`src/rtl/panda_srgate_force_sched_if.sv`:
```
// rtl/panda_srgate_force_sched_if.sv - command handshake bundle for the srgate force scheduler
interface panda_srgate_force_sched_if #(
  parameter int IDXW = 2,
  parameter int DW   = 16
) ();
  logic            cmd_valid;
  logic            cmd_ready;
  logic [IDXW-1:0] cmd_gate;
  logic            cmd_op;
  logic [DW-1:0]   cmd_delay;

  modport master (output cmd_valid, cmd_gate, cmd_op, cmd_delay, input cmd_ready);
  modport slave  (input cmd_valid, cmd_gate, cmd_op, cmd_delay, output cmd_ready);
endinterface

```
`src/rtl/panda_srgate_force_sched.sv`:
```
// rtl/panda_srgate_force_sched.sv - queued, delayed FORCE_SET/FORCE_RST strobe scheduler for srgate blocks
// Optional issue timestamp output enabled by PANDA_SRGATE_FORCE_SCHED_TS_EN.
module panda_srgate_force_sched #(
  parameter int NGATE = 4,
  parameter int IDXW  = 2,
  parameter int DW    = 16,
  parameter int DEPTH = 4,
  parameter int LW    = 3
) (
  input  logic                         clk_i,
  input  logic                         reset_n_i,
  panda_srgate_force_sched_if.slave    cmd,
  input  logic                         abort_i,
  output logic [NGATE-1:0]             force_set_o,
  output logic [NGATE-1:0]             force_rst_o,
  output logic                         done_o,
  output logic                         busy_o,
  output logic [LW-1:0]                level_o,
`ifdef PANDA_SRGATE_FORCE_SCHED_TS_EN
  output logic [31:0]                  issue_ts_o,
`endif
  output logic                         err_o
);

  localparam int AW = (DEPTH > 1) ? $clog2(DEPTH) : 1;

  typedef struct packed {
    logic [IDXW-1:0] gate;
    logic            op;
    logic [DW-1:0]   delay;
  } cmd_t;

  typedef enum logic [1:0] {ST_IDLE, ST_WAIT, ST_FIRE} state_t;

  cmd_t            mem_q [DEPTH];
  logic [AW-1:0]   wr_ptr_q, rd_ptr_q;
  logic [LW-1:0]   level_q;
  logic [DW-1:0]   cnt_q;
  logic [IDXW-1:0] gate_q;
  logic            op_q;
  state_t          state_q, state_d;
  logic            pop, fire, accept, full, empty, gate_ok, bad_in;
  logic [NGATE-1:0] onehot;
  cmd_t            head;

  assign full   = (level_q == LW'(DEPTH));
  assign empty  = (level_q == '0);
  // Ready is held low during reset so every output reads zero while reset_n_i is asserted.
  assign cmd.cmd_ready = reset_n_i && !full && !abort_i;
  assign accept = cmd.cmd_valid && cmd.cmd_ready;
  assign head   = mem_q[rd_ptr_q];
  assign bad_in = (int'(cmd.cmd_gate) >= NGATE);
  assign gate_ok = (int'(gate_q) < NGATE);
  assign onehot = NGATE'(1) << gate_q;

  assign busy_o  = (state_q != ST_IDLE) || !empty;
  assign level_o = level_q;

  always_comb begin
    state_d = state_q;
    pop     = 1'b0;
    fire    = 1'b0;
    case (state_q)
      ST_IDLE: if (!empty) begin
        pop     = 1'b1;
        state_d = ST_WAIT;
      end
      ST_WAIT: if (cnt_q == '0) begin
        fire    = 1'b1;
        state_d = ST_FIRE;
      end
      ST_FIRE: state_d = ST_IDLE;
      default: state_d = ST_IDLE;
    endcase
    if (abort_i) begin
      state_d = ST_IDLE;
      pop     = 1'b0;
      fire    = 1'b0;
    end
  end

  always_ff @(posedge clk_i or negedge reset_n_i) begin
    if (!reset_n_i) state_q <= ST_IDLE;
    else            state_q <= state_d;
  end

  // Payload storage carries no reset; occupancy and pointers decide what is valid.
  always_ff @(posedge clk_i) begin
    if (accept) mem_q[wr_ptr_q] <= '{gate: cmd.cmd_gate, op: cmd.cmd_op, delay: cmd.cmd_delay};
  end

  always_ff @(posedge clk_i or negedge reset_n_i) begin
    if (!reset_n_i) begin
      wr_ptr_q    <= '0;
      rd_ptr_q    <= '0;
      level_q     <= '0;
      cnt_q       <= '0;
      gate_q      <= '0;
      op_q        <= 1'b0;
      force_set_o <= '0;
      force_rst_o <= '0;
      done_o      <= 1'b0;
      err_o       <= 1'b0;
    end else if (abort_i) begin
      wr_ptr_q    <= '0;
      rd_ptr_q    <= '0;
      level_q     <= '0;
      cnt_q       <= '0;
      force_set_o <= '0;
      force_rst_o <= '0;
      done_o      <= 1'b0;
      err_o       <= 1'b0;
    end else begin
      if (accept) wr_ptr_q <= wr_ptr_q + AW'(1);
      if (pop)    rd_ptr_q <= rd_ptr_q + AW'(1);
      level_q <= level_q + LW'(accept) - LW'(pop);
      if (pop) begin
        cnt_q  <= head.delay;
        gate_q <= head.gate;
        op_q   <= head.op;
      end else if (state_q == ST_WAIT && cnt_q != '0) begin
        cnt_q <= cnt_q - DW'(1);
      end
      // Out-of-range commands keep their timing and done pulse but drive no gate.
      force_set_o <= (fire && op_q && gate_ok)  ? onehot : '0;
      force_rst_o <= (fire && !op_q && gate_ok) ? onehot : '0;
      done_o      <= fire;
      if (accept && bad_in) err_o <= 1'b1;
    end
  end

`ifdef PANDA_SRGATE_FORCE_SCHED_TS_EN
  logic [31:0] tick_q;

  always_ff @(posedge clk_i or negedge reset_n_i) begin
    if (!reset_n_i) begin
      tick_q     <= '0;
      issue_ts_o <= '0;
    end else begin
      tick_q <= tick_q + 32'd1;
      if (fire) issue_ts_o <= tick_q;
    end
  end
`endif

endmodule
```
`src/flat_wrapper.sv`:
```
// flat-port wrapper written by rule: the top's interface ports become plain ports
module panda_srgate_force_sched_flat 
#(
  parameter int NGATE = 4,
  parameter int IDXW  = 2,
  parameter int DW    = 16,
  parameter int DEPTH = 4,
  parameter int LW    = 3
)
  (clk_i, reset_n_i, abort_i, force_set_o, force_rst_o, done_o, busy_o, level_o, err_o, cmd_cmd_valid, cmd_cmd_gate, cmd_cmd_op, cmd_cmd_delay, cmd_cmd_ready);
  panda_srgate_force_sched_if #(.IDXW(IDXW), .DW(DW)) cmd_i ();
  input  logic clk_i;
  input  logic reset_n_i;
  input  logic abort_i;
  output logic [NGATE-1:0] force_set_o;
  output logic [NGATE-1:0] force_rst_o;
  output logic done_o;
  output logic busy_o;
  output logic [LW-1:0] level_o;
  output logic err_o;
  input wire logic [$bits(cmd_i.cmd_valid)-1:0] cmd_cmd_valid;
  input wire logic [$bits(cmd_i.cmd_gate)-1:0] cmd_cmd_gate;
  input wire logic [$bits(cmd_i.cmd_op)-1:0] cmd_cmd_op;
  input wire logic [$bits(cmd_i.cmd_delay)-1:0] cmd_cmd_delay;
  output wire logic [$bits(cmd_i.cmd_ready)-1:0] cmd_cmd_ready;
  assign cmd_i.cmd_valid = cmd_cmd_valid;
  assign cmd_i.cmd_gate = cmd_cmd_gate;
  assign cmd_i.cmd_op = cmd_cmd_op;
  assign cmd_i.cmd_delay = cmd_cmd_delay;
  assign cmd_cmd_ready = cmd_i.cmd_ready;
  panda_srgate_force_sched #(.NGATE(NGATE), .IDXW(IDXW), .DW(DW), .DEPTH(DEPTH), .LW(LW)) u_core (.clk_i(clk_i), .reset_n_i(reset_n_i), .cmd(cmd_i), .abort_i(abort_i), .force_set_o(force_set_o), .force_rst_o(force_rst_o), .done_o(done_o), .busy_o(busy_o), .level_o(level_o), .err_o(err_o));
endmodule
```
`config.mk`:
```
export PLATFORM = sky130hd
export DESIGN_NAME = panda_srgate_force_sched_flat
export DESIGN_NICKNAME = d
export VERILOG_FILES = /design/src/rtl/panda_srgate_force_sched_if.sv /design/src/rtl/panda_srgate_force_sched.sv /design/src/flat_wrapper.sv
export SDC_FILE = /design/constraint.sdc
export NUM_CORES = 1
export LEC_CHECK = 0
export ABC_CLOCK_PERIOD_IN_PS = 4200
export CORE_MARGIN = 2
export CORE_UTILIZATION = 52
export DETAILED_ROUTE_END_ITERATION = 6
export PLACE_DENSITY_LB_ADDON = 0.2
export SKIP_CTS_REPAIR_TIMING = 1
export SLEW_MARGIN = 20
export SYNTH_ARGS = -nofsm -noshare
export SYNTH_HDL_FRONTEND = slang
export SYNTH_SLANG_ARGS = --single-unit
```
`constraint.sdc`:
```
create_clock -name clk_i -period 4.2 [get_ports clk_i]
set_input_delay 0.63 -clock clk_i [delete_from_list [all_inputs] [get_ports clk_i]]
set_output_delay 0.63 -clock clk_i [all_outputs]
set_load 0.02 [all_outputs]
```
==> flow_summary.toml, run 1 <==
[power]
p_leak_nw = 2.14
intPower_mw = 2.78
p_seq_share_pct = 36.8
power.density_nw_per_um2 = 696
finalPower_mw = 4.09
clkPwrFrac_pct = 33.9
p_sw_mw = 1.31
comb_power_share_pct = 29.3
ir_worst_vdd_mv = 0.324
p_sw_share_pct = 32.1

[logic_synthesis]
synth_warnings = 0
synth_area_leaders = "edfxtp_1, dfrtp_1, mux4_2"
synth.top_cell.area_share_pct = 47.6
postSynthAreaPerCell_um2 = 15.7
synth.largest_area_cell = "edfxtp_1"
synth_top_flop_cell = "edfxtp_1"
synth_fp_nets = 336
syn_area_um2 = 4800
synth_cells = 305
ys_async_sr_fraction_pct = 32.7
synth_edf_count = 76
ys_types = 52
yosysSeqAreaShare_pct = 66.9
synth_seq_cells = 113

[worst_setup_path]
required_ps = 3570
worstPathMaxFanout = 29
critPathMaxStageDelay_ps = 680
cp_data_arrival_time_ps = 2460
path_buf_inv = 3
cp_top_family = "buffers and inverters"
reg2reg_setup_slack_ps = 1680
worstSetupPathType = "in -> out"
crit_path_cell_trace = "clkdlybuf4s50_1, buf_4, nand2b_1, a21oi_1, clkdlybuf4s50_1"
cpMostUsedCell = "clkdlybuf4s50_1"
startpoint_type = "input port"
cp-end-kind = "primary output"
cp_slowest_cell = "clkdlybuf4s50_1"

[timing]
period_minus_slack_ps = 3090
finalMaxSlewViolations = 0
slew_headroom_pct = 39.0
min_period_over_period_pct = 73.5
fmaxAchievable_mhz = 324
hold_viol_final = 0
rsz0062_at_grt = "false"
finalSetupTns_ps = 0
worst_slew_pin_slew_ps = 915
setup_viol = 0
skew_ps = 19.4
setup_slack_ps = 1110

[place]
placement.io_buffers = 36
globalplace.congestion = 0.866
dp.cells = 448
pre_cts_ws_ps = 1020
place_hpwl_um = 5690

[routing]
totalWireLength_um = 9000
dr.first_iter.drc_count = 184
drt_first_pass_iters = 4
maxUsedRoutingLayer = "met4"
avgViaCountPerCell = 5.84
post_drt_wl_per_cell_um = 18.8
ant_nets = 0
route.met3.wl_um = 371
wl_met2_um = 4680
drc_errors = 0
num_vias = 2805
met1Wirelength_um = 3790

[floorplan]
pin_count = 38
initial_core_util_pct = 52.7
fp.dieW_um = 100
die_h_um = 100
core_um2 = 9110
fp.dieArea_um2 = 10000
core.rowCount = 35

[clock_tree]
cts-root-buf = "clkbuf_8"
clkLatencyLatePin_ps = 510
htreeDepth = 4
cts_buffers = 17
clock_sinks = 113
cts_tree = "done"
cts.path.max_buffers = 2
clk_pin_slew_ps = 50

[finish]
syn_to_final_growth_pct = 22.5
fillers = 648
finalNonFillerCells = 480
final_nets = 387
layout-drive-gt1-share_pct = 18.4
num_antenna_cells = 0

[global_route]
first_global_vias = 2809
grt_pass1_wl_um = 14400
grt.total_usage_pct = 19.6
grt_overflow_total = 0
antenna_found_initial = 0
grt_max_degree = 38

[min_path]
hold_class = "in -> async"

[outcome]
status = "finished, final reports clean"

[run]
drv_cap = 0
==> path summary, 6_finish.rpt <==
check | startpoint | to | depth (start not counted)
max reg2reg | u_core.level_o[1] | u_core.level_o[2] | 11
min reg2reg | u_core.op_q | u_core.op_q | 1
min in group clk_i | u_core.op_q | u_core.op_q | 1
max | abort_i | cmd_cmd_ready | 5
max in group asynchronous | reset_n_i | u_core.state_q[0] | 2
min | reset_n_i | u_core.cnt_q[12] | 2
==> cells by family after synthesis <==
| kind of cell | share of synthesized area (%) |
|---|---|
| mux | 10.5 |
| compound gates | 5.58 |
| buf+inv | 2.09 |
| other cells | 0.0782 |
| xor+xnor | 0.731 |
| fa+ha+maj | 2.24 |
| flops | 66.9 |
| simple gates | 11.9 |
==> power groups by stage <==
stage	combinational, mW	clock [mW]	sequential, mW
floorplan	0.919	0	1.47
global placement	1.18	0	1.52
detailed placement	1.20	0	1.52
CTS	1.21	1.41	1.50
global route	1.32	1.46	1.53
finish	1.20	1.39	1.50
==> per-stage QoR <==
stage / util [%] / hold WS [ps] / instance area (um2)
global route: 64.5 / 244 / 5870
CTS: 64.5 / 220 / 5870
finish: 64.5 / 215 / 5870
global placement: 58.1 / 523 / 5300
floorplan: - / 334 / 4800
detailed placement: 58.1 / 532 / 5300
==> registers in the layout, indices dropped and copies added, names as in the netlist <==
name,cells
u_core.cnt_q,16
u_core.state_q,2
u_core.level_o,3
u_core.force_set_o,4
u_core.op_q,1
u_core.mem_q,76
u_core.done_o,1
u_core.wr_ptr_q,2
u_core.rd_ptr_q,2
u_core.force_rst_o,4
u_core.gate_q,2
==> placed cells by master, fill, tap and decap left out, drive strengths merged, types with 9 or more instances in the layout <==
| cell type | n |
|---|---|
| dfrtp | 37 |
| clkdlybuf4s50 | 35 |
| nor2 | 29 |
| edfxtp | 76 |
| and3 | 9 |
| inv | 10 |
| clkbuf | 23 |
| nor4 | 12 |
| buf | 9 |
| mux4 | 19 |
==> cells in the mapped netlist, types with 4 or more instances <==
library cell  instances
nor3_1                8
and3_1                9
nand3_1               4
mux2_2                4
ha_1                  7
dfrtp_1              37
nor4_1                9
nand2_1               5
inv_1                10
a311oi_1              4
edfxtp_1             76
or4_1                 4
a21oi_1               6
nor2_1               29
mux4_2               19
clkbuf_1              8
a211oi_1              8
nand2b_1              5
==> routing by layer <==
layer	vias to the layer above	GRT usage (%)
li1	1315	-
met1	1413	24.4
met2	68	32.5
met3	9	5.29
met4	0	8.22
met5	-	0
==> worst reg2reg max path, cell delays in order (launching register included) <==
cell and delay [ps]:
dfrtp_1 440, nor3_1 390, nand2b_1 180, nor2_1 90, ha_1 290, inv_1 60
ha_1 130, inv_1 50, fa_1 380, xor2_1 180, xnor2_1 150, nor2_1 50
==> cell type report <==
type / instances / area, um2 / share of cell area [%]
Inverter: 10 / 37.5 / 0.639
Multi-Input combinational cell: 169 / 1490 / 25.3
Sequential cell: 113 / 3210 / 54.6
Clock inverter: 10 / 136 / 2.32
Tap cell: 111 / 139 / 2.36
Timing Repair Buffer: 45 / 423 / 7.20
Clock buffer: 22 / 443 / 7.54
(Power assumes the default switching activity.)
==> inputs of run 2 (changes only) <==
--- a/config.mk
+++ b/config.mk
@@ -5,7 +5,7 @@
 export SDC_FILE = /design/constraint.sdc
 export NUM_CORES = 1
 export LEC_CHECK = 0
-export ABC_CLOCK_PERIOD_IN_PS = 4200
+export ABC_CLOCK_PERIOD_IN_PS = 2700
 export CORE_MARGIN = 2
 export CORE_UTILIZATION = 52
 export DETAILED_ROUTE_END_ITERATION = 6
==> constraint.sdc (replaced) <==
create_clock -name clk_i -period 2.7 [get_ports clk_i]
set_input_delay 0.405 -clock clk_i [delete_from_list [all_inputs] [get_ports clk_i]]
set_output_delay 0.405 -clock clk_i [all_outputs]
set_load 0.02 [all_outputs]
==> run 2 against run 1 <==
  * Power rose by 62%
  * Die area did not move
  * Clock skew fell by 9.4 ps
  * Clock power rose by 67%
  * Via count rose by 2.8%
  * Sequential cell count did not move
  * Global-route usage rose by 0.92 points
  * Sequential share of layout area fell by 1.2 points
  * Critical endpoint is now busy_o
  * Highest routed layer unchanged
==> flow_summary.toml, run 2 (synthesis gave the netlist of run 1 again) <==
[finish]
largest_register_ffs = 76
stdcell_area_um2 = 6010
final_cell_mix = "edfxtp_1, dfrtp_1, clkdlybuf4s50_1"
final_common_cell = "edfxtp_1"
regMostFlops = "u_core.mem_q"
num_antenna_cells = 0
syn_to_final_growth_pct = 25.3
final_nets = 398
reg_top3 = "u_core.mem_q x76, u_core.cnt_q x16"
layout-drive-gt1-share_pct = 21.8

[floorplan]
fp.dieArea_um2 = 10000
fp.dieW_um = 100
initial_core_util_pct = 52.7
die_h_um = 100
core.rowCount = 35
pin_count = 38
core_um2 = 9110

[min_path]
hold_class = "in -> async"

[worst_setup_path]
required_ps = 2300
worstSetupPathType = "reg -> out"
r2r-end = "u_core.level_o[2]"
cp_data_arrival_time_ps = 2050
cp-end-kind = "primary output"
worstPathMaxFanout = 5
rr_worst_depth = 11
startpoint_type = "flip-flop"
r2r-start = "u_core.state_q[1]"
reg2reg_setup_slack_ps = 360

[timing]
finalMaxSlewViolations = 0
hold_viol_final = 0
finalSetupTns_ps = 0
skew_ps = 10.0
worst_slew_pin_slew_ps = 556
period_minus_slack_ps = 2450
rsz0062_at_grt = "false"
slew_headroom_pct = 62.4
setup_viol = 0
min_period_over_period_pct = 90.8
fmaxAchievable_mhz = 408

[power]
p_seq_share_pct = 35.1
p_sw_share_pct = 32.4
power.density_nw_per_um2 = 1110
p_sw_mw = 2.15
intPower_mw = 4.49
p_leak_nw = 2.23
clkPwrFrac_pct = 34.9
ir_worst_vdd_mv = 0.501
finalPower_mw = 6.65
comb_power_share_pct = 30.0

[run]
drv_cap = 0

[routing]
totalWireLength_um = 9380
ant_nets = 0
drt_first_pass_iters = 4
drc_errors = 0
post_drt_wl_per_cell_um = 19.1
wl_met2_um = 5080
dr.first_iter.drc_count = 186
met1Wirelength_um = 3830
maxUsedRoutingLayer = "met4"
avgViaCountPerCell = 5.87
num_vias = 2884
route.met3.wl_um = 322

[global_route]
grt_max_degree = 38
grt_pass1_wl_um = 15100
antenna_found_initial = 0
grt_overflow_total = 0
grt.total_usage_pct = 20.5
first_global_vias = 2952

[clock_tree]
cts_buffers = 17
htreeDepth = 4
cts.path.max_buffers = 2
clk_pin_slew_ps = 60
clock_sinks = 113
cts_tree = "done"
cts-root-buf = "clkbuf_8"
clkLatencyLatePin_ps = 510

[place]
placement.io_buffers = 36
globalplace.congestion = 0.896
place_hpwl_um = 6050
dpl-instance-area_um2 = 5390

[outcome]
status = "finished, final reports clean"
## run 2: layout make-up
type	count	area, um2
repair buffers	56	518
multi-input cells	169	1490
well taps	111	139
fillers	661	3100
clock buffers	17	414
flip-flops and latches	113	3210
clock inverters	15	203
inverters	10	37.5
## run 2: critical path, cell delays in order (launching register included)
cell	delay [ps]
dfrtp_1	450
nor3_1	280
buf_4	190
nand2_1	70
clkdlybuf4s50_1	560
## run 2: worst max path at each step
stage                            from                 to  slack, ps
global route        u_core.level_o[1]             busy_o        150
global placement              abort_i  u_core.level_o[2]        220
CTS                 u_core.level_o[1]             busy_o        180
detailed placement            abort_i  u_core.level_o[2]        160
floorplan           u_core.level_o[1]  u_core.level_o[2]        110
finish              u_core.level_o[1]             busy_o        250
## run 2: power by group through the flow
stage | clock [mW] | sequential, mW | combinational (mW)
2_1_floorplan | 0 | 2.28 | 1.43
3_3_place_gp | 0 | 2.35 | 1.94
3_5_place_dp | 0 | 2.35 | 1.99
4_1_cts | 2.36 | 2.33 | 2.01
5_1_grt | 2.43 | 2.36 | 2.19
6_report | 2.32 | 2.33 | 1.99
## run 2: through the flow
stage	cells	hold slack (ps)	util [%]	setup slack [ps]
2_1_floorplan	305	109	-	109
3_3_place_gp	459	525	59.2	222
4_1_cts	491	10.9	65.9	176
3_5_place_dp	459	531	59.2	158
6_report	491	1.13	65.9	247
5_1_grt	491	32.2	65.9	151
## run 2: per-layer routing
layer / vias to the layer above / global-route usage [%]
li1: 1328 / -
met1: 1484 / 23.5
met2: 58 / 36.3
met3: 14 / 5.78
met4: 0 / 8.32
met5: - / 0
==> inputs of run 3 (changes only) <==
--- a/config.mk
+++ b/config.mk
@@ -6,7 +6,7 @@
 export NUM_CORES = 1
 export LEC_CHECK = 0
 export ABC_CLOCK_PERIOD_IN_PS = 2700
-export CORE_MARGIN = 2
+export CORE_MARGIN = 4
 export CORE_UTILIZATION = 52
 export DETAILED_ROUTE_END_ITERATION = 6
 export PLACE_DENSITY_LB_ADDON = 0.2
==> run 3 against run 2 <==
  * The flow now finishes with violations (hold timing)
  * Maximum frequency decreased by 0.76%
  * Routed wire length shrank 1.6%
  * Combinational power about the same
  * Worst setup slack lost 19 ps
  * Clock power is 14% lower
  * Largest cell class unchanged
  * Die area grew 8.2%
  * Critical path type unchanged
  * Critical path depth unchanged
  * Cell count down 1.2%
  * Highest routed layer unchanged
  * Clock skew down 0.95 ps
==> flow_summary.toml, run 3 (synthesis gave the netlist of run 1 again) <==
[place]
globalplace.congestion = 0.868
place_hpwl_um = 5760
dpl-instance-area_um2 = 5350
placement.io_buffers = 36

[power]
p_sw_share_pct = 34.5
p_leak_nw = 2.17
p_sw_mw = 2.17
p_seq_share_pct = 36.9
clkPwrFrac_pct = 31.9
comb_power_share_pct = 31.2
power.density_nw_per_um2 = 1070
ir_worst_vdd_mv = 0.643
intPower_mw = 4.12

[worst_setup_path]
worstSetupPathType = "reg -> out"
startpoint_type = "flip-flop"
worstPathMaxFanout = 5
cp-end-kind = "primary output"
cp_data_arrival_time_ps = 2070
reg2reg_setup_slack_ps = 350
required_ps = 2300

[finish]
final-seq-area_um2 = 3210
fillers = 645
layout-drive-gt1-share_pct = 21.5
multi_input_area_um2 = 1490
regMostFlops = "u_core.mem_q"
final_nets = 395
num_antenna_cells = 0
reg_top3 = "u_core.mem_q x76, u_core.cnt_q x16"
largest_register_ffs = 76
final_common_cell = "edfxtp_1"
syn_to_final_growth_pct = 22.8
stdcell_area_um2 = 5890
final_cell_mix = "edfxtp_1, dfrtp_1, clkdlybuf4s50_1"

[timing]
min_period_over_period_pct = 91.5
rsz0062_at_grt = "false"
finalSetupTns_ps = 0
period_minus_slack_ps = 2470
finalMaxSlewViolations = 0
fmaxAchievable_mhz = 405
finalHoldWorstSlack_ps = -16.9
setup_viol = 0
hold_viol_final = 37
skew_ps = 9.07
worst_slew_pin_slew_ps = 575
slew_headroom_pct = 61.7

[global_route]
antenna_found_initial = 0
grt.total_usage_pct = 18.2
grt_overflow_total = 0
first_global_vias = 2933
grt_max_degree = 38
grt_pass1_wl_um = 15000

[floorplan]
fp.dieW_um = 104
initial_core_util_pct = 54.2
die_h_um = 104
fp.dieArea_um2 = 10800
pin_count = 38
core.rowCount = 34
core_um2 = 8850

[clock_tree]
clock_sinks = 113
cts-root-buf = "clkbuf_8"
cts_buffers = 17
clkLatencyLatePin_ps = 510
htreeDepth = 4
cts.path.max_buffers = 2
clk_pin_slew_ps = 60
cts_tree = "done"

[min_path]
hold_class = "in -> async"

[outcome]
status = "complete, but fails checks"
violations = "hold timing"

[routing]
avgViaCountPerCell = 5.92
num_vias = 2870
post_drt_wl_per_cell_um = 19.0
totalWireLength_um = 9230
ant_nets = 0
drc_errors = 0
dr.first_iter.drc_count = 110
drt_first_pass_iters = 6

[run]
drv_cap = 0
## run 3: changes by cell type in the layout (fill, tap and decap cells not counted), sizes merged
cell / previous run / this run
clkinvlp: 1 / 3
clkbuf: 18 / 17
buf: 20 / 18
clkinv: 5 / 3
inv: 15 / 19
bufinv: 4 / 0
## run 3: final cells by class
cell class / instances / share of cell area [%]
Sequential cell: 113 / 54.5
Multi-Input combinational cell: 169 / 25.3
Timing Repair Buffer: 53 / 8.20
Clock buffer: 17 / 7.03
Tap cell: 108 / 2.29
Clock inverter: 15 / 2.08
Inverter: 10 / 0.637
## run 3: routing by layer
layer  routed length, um  global-route usage, %  vias up
li1                    -                      -     1324
met1                4050                   22.9     1468
met2                4680                   29.6       65
met3                 341                   4.22       13
met4                 165                   9.21        0
met5                   0                      0        -
## run 3: metrics by stage
step / setup slack, ps / total power, mW / std cells / util [%] / hold slack [ps]
2_1_floorplan: 109 / 3.71 / 305 / - / 109
3_3_place_gp: 320 / 4.27 / 453 / 60.5 / 519
3_5_place_dp: 269 / 4.31 / 453 / 60.5 / 525
4_1_cts: 185 / 6.34 / 485 / 66.5 / -12.6
5_1_grt: 141 / 6.64 / 485 / 66.5 / 13.4
6_report: 228 / 6.29 / 485 / 66.5 / -16.9
## run 3: worst paths after layout
path | start | endpoint | cells after the start
max in group asynchronous | reset_n_i | u_core.cnt_q[7] | 2
max reg2reg | u_core.cnt_q[0] | u_core.force_set_o[1] | 6
min | reset_n_i | u_core.gate_q[1] | 2
max | u_core.level_o[1] | busy_o | 4
min in group clk_i | reset_n_i | u_core.wr_ptr_q[0] | 5
min reg2reg | u_core.op_q | u_core.op_q | 1
## run 3: worst max-delay path, stage by stage (launching register included)
cell and delay, ps:
dfrtp_1 440, nor3_1 290, buf_4 180, nand2_1 90, clkdlybuf4s50_1 560
## run 3: power groups by stage
stage / logic, mW / clock network [mW] / registers (mW)
after floorplan: 1.43 / 0 / 2.28
after global placement: 1.94 / 0 / 2.33
after detailed placement: 1.97 / 0 / 2.34
after CTS: 1.99 / 2.04 / 2.32
after global routing: 2.17 / 2.12 / 2.35
final: 1.97 / 2.00 / 2.32
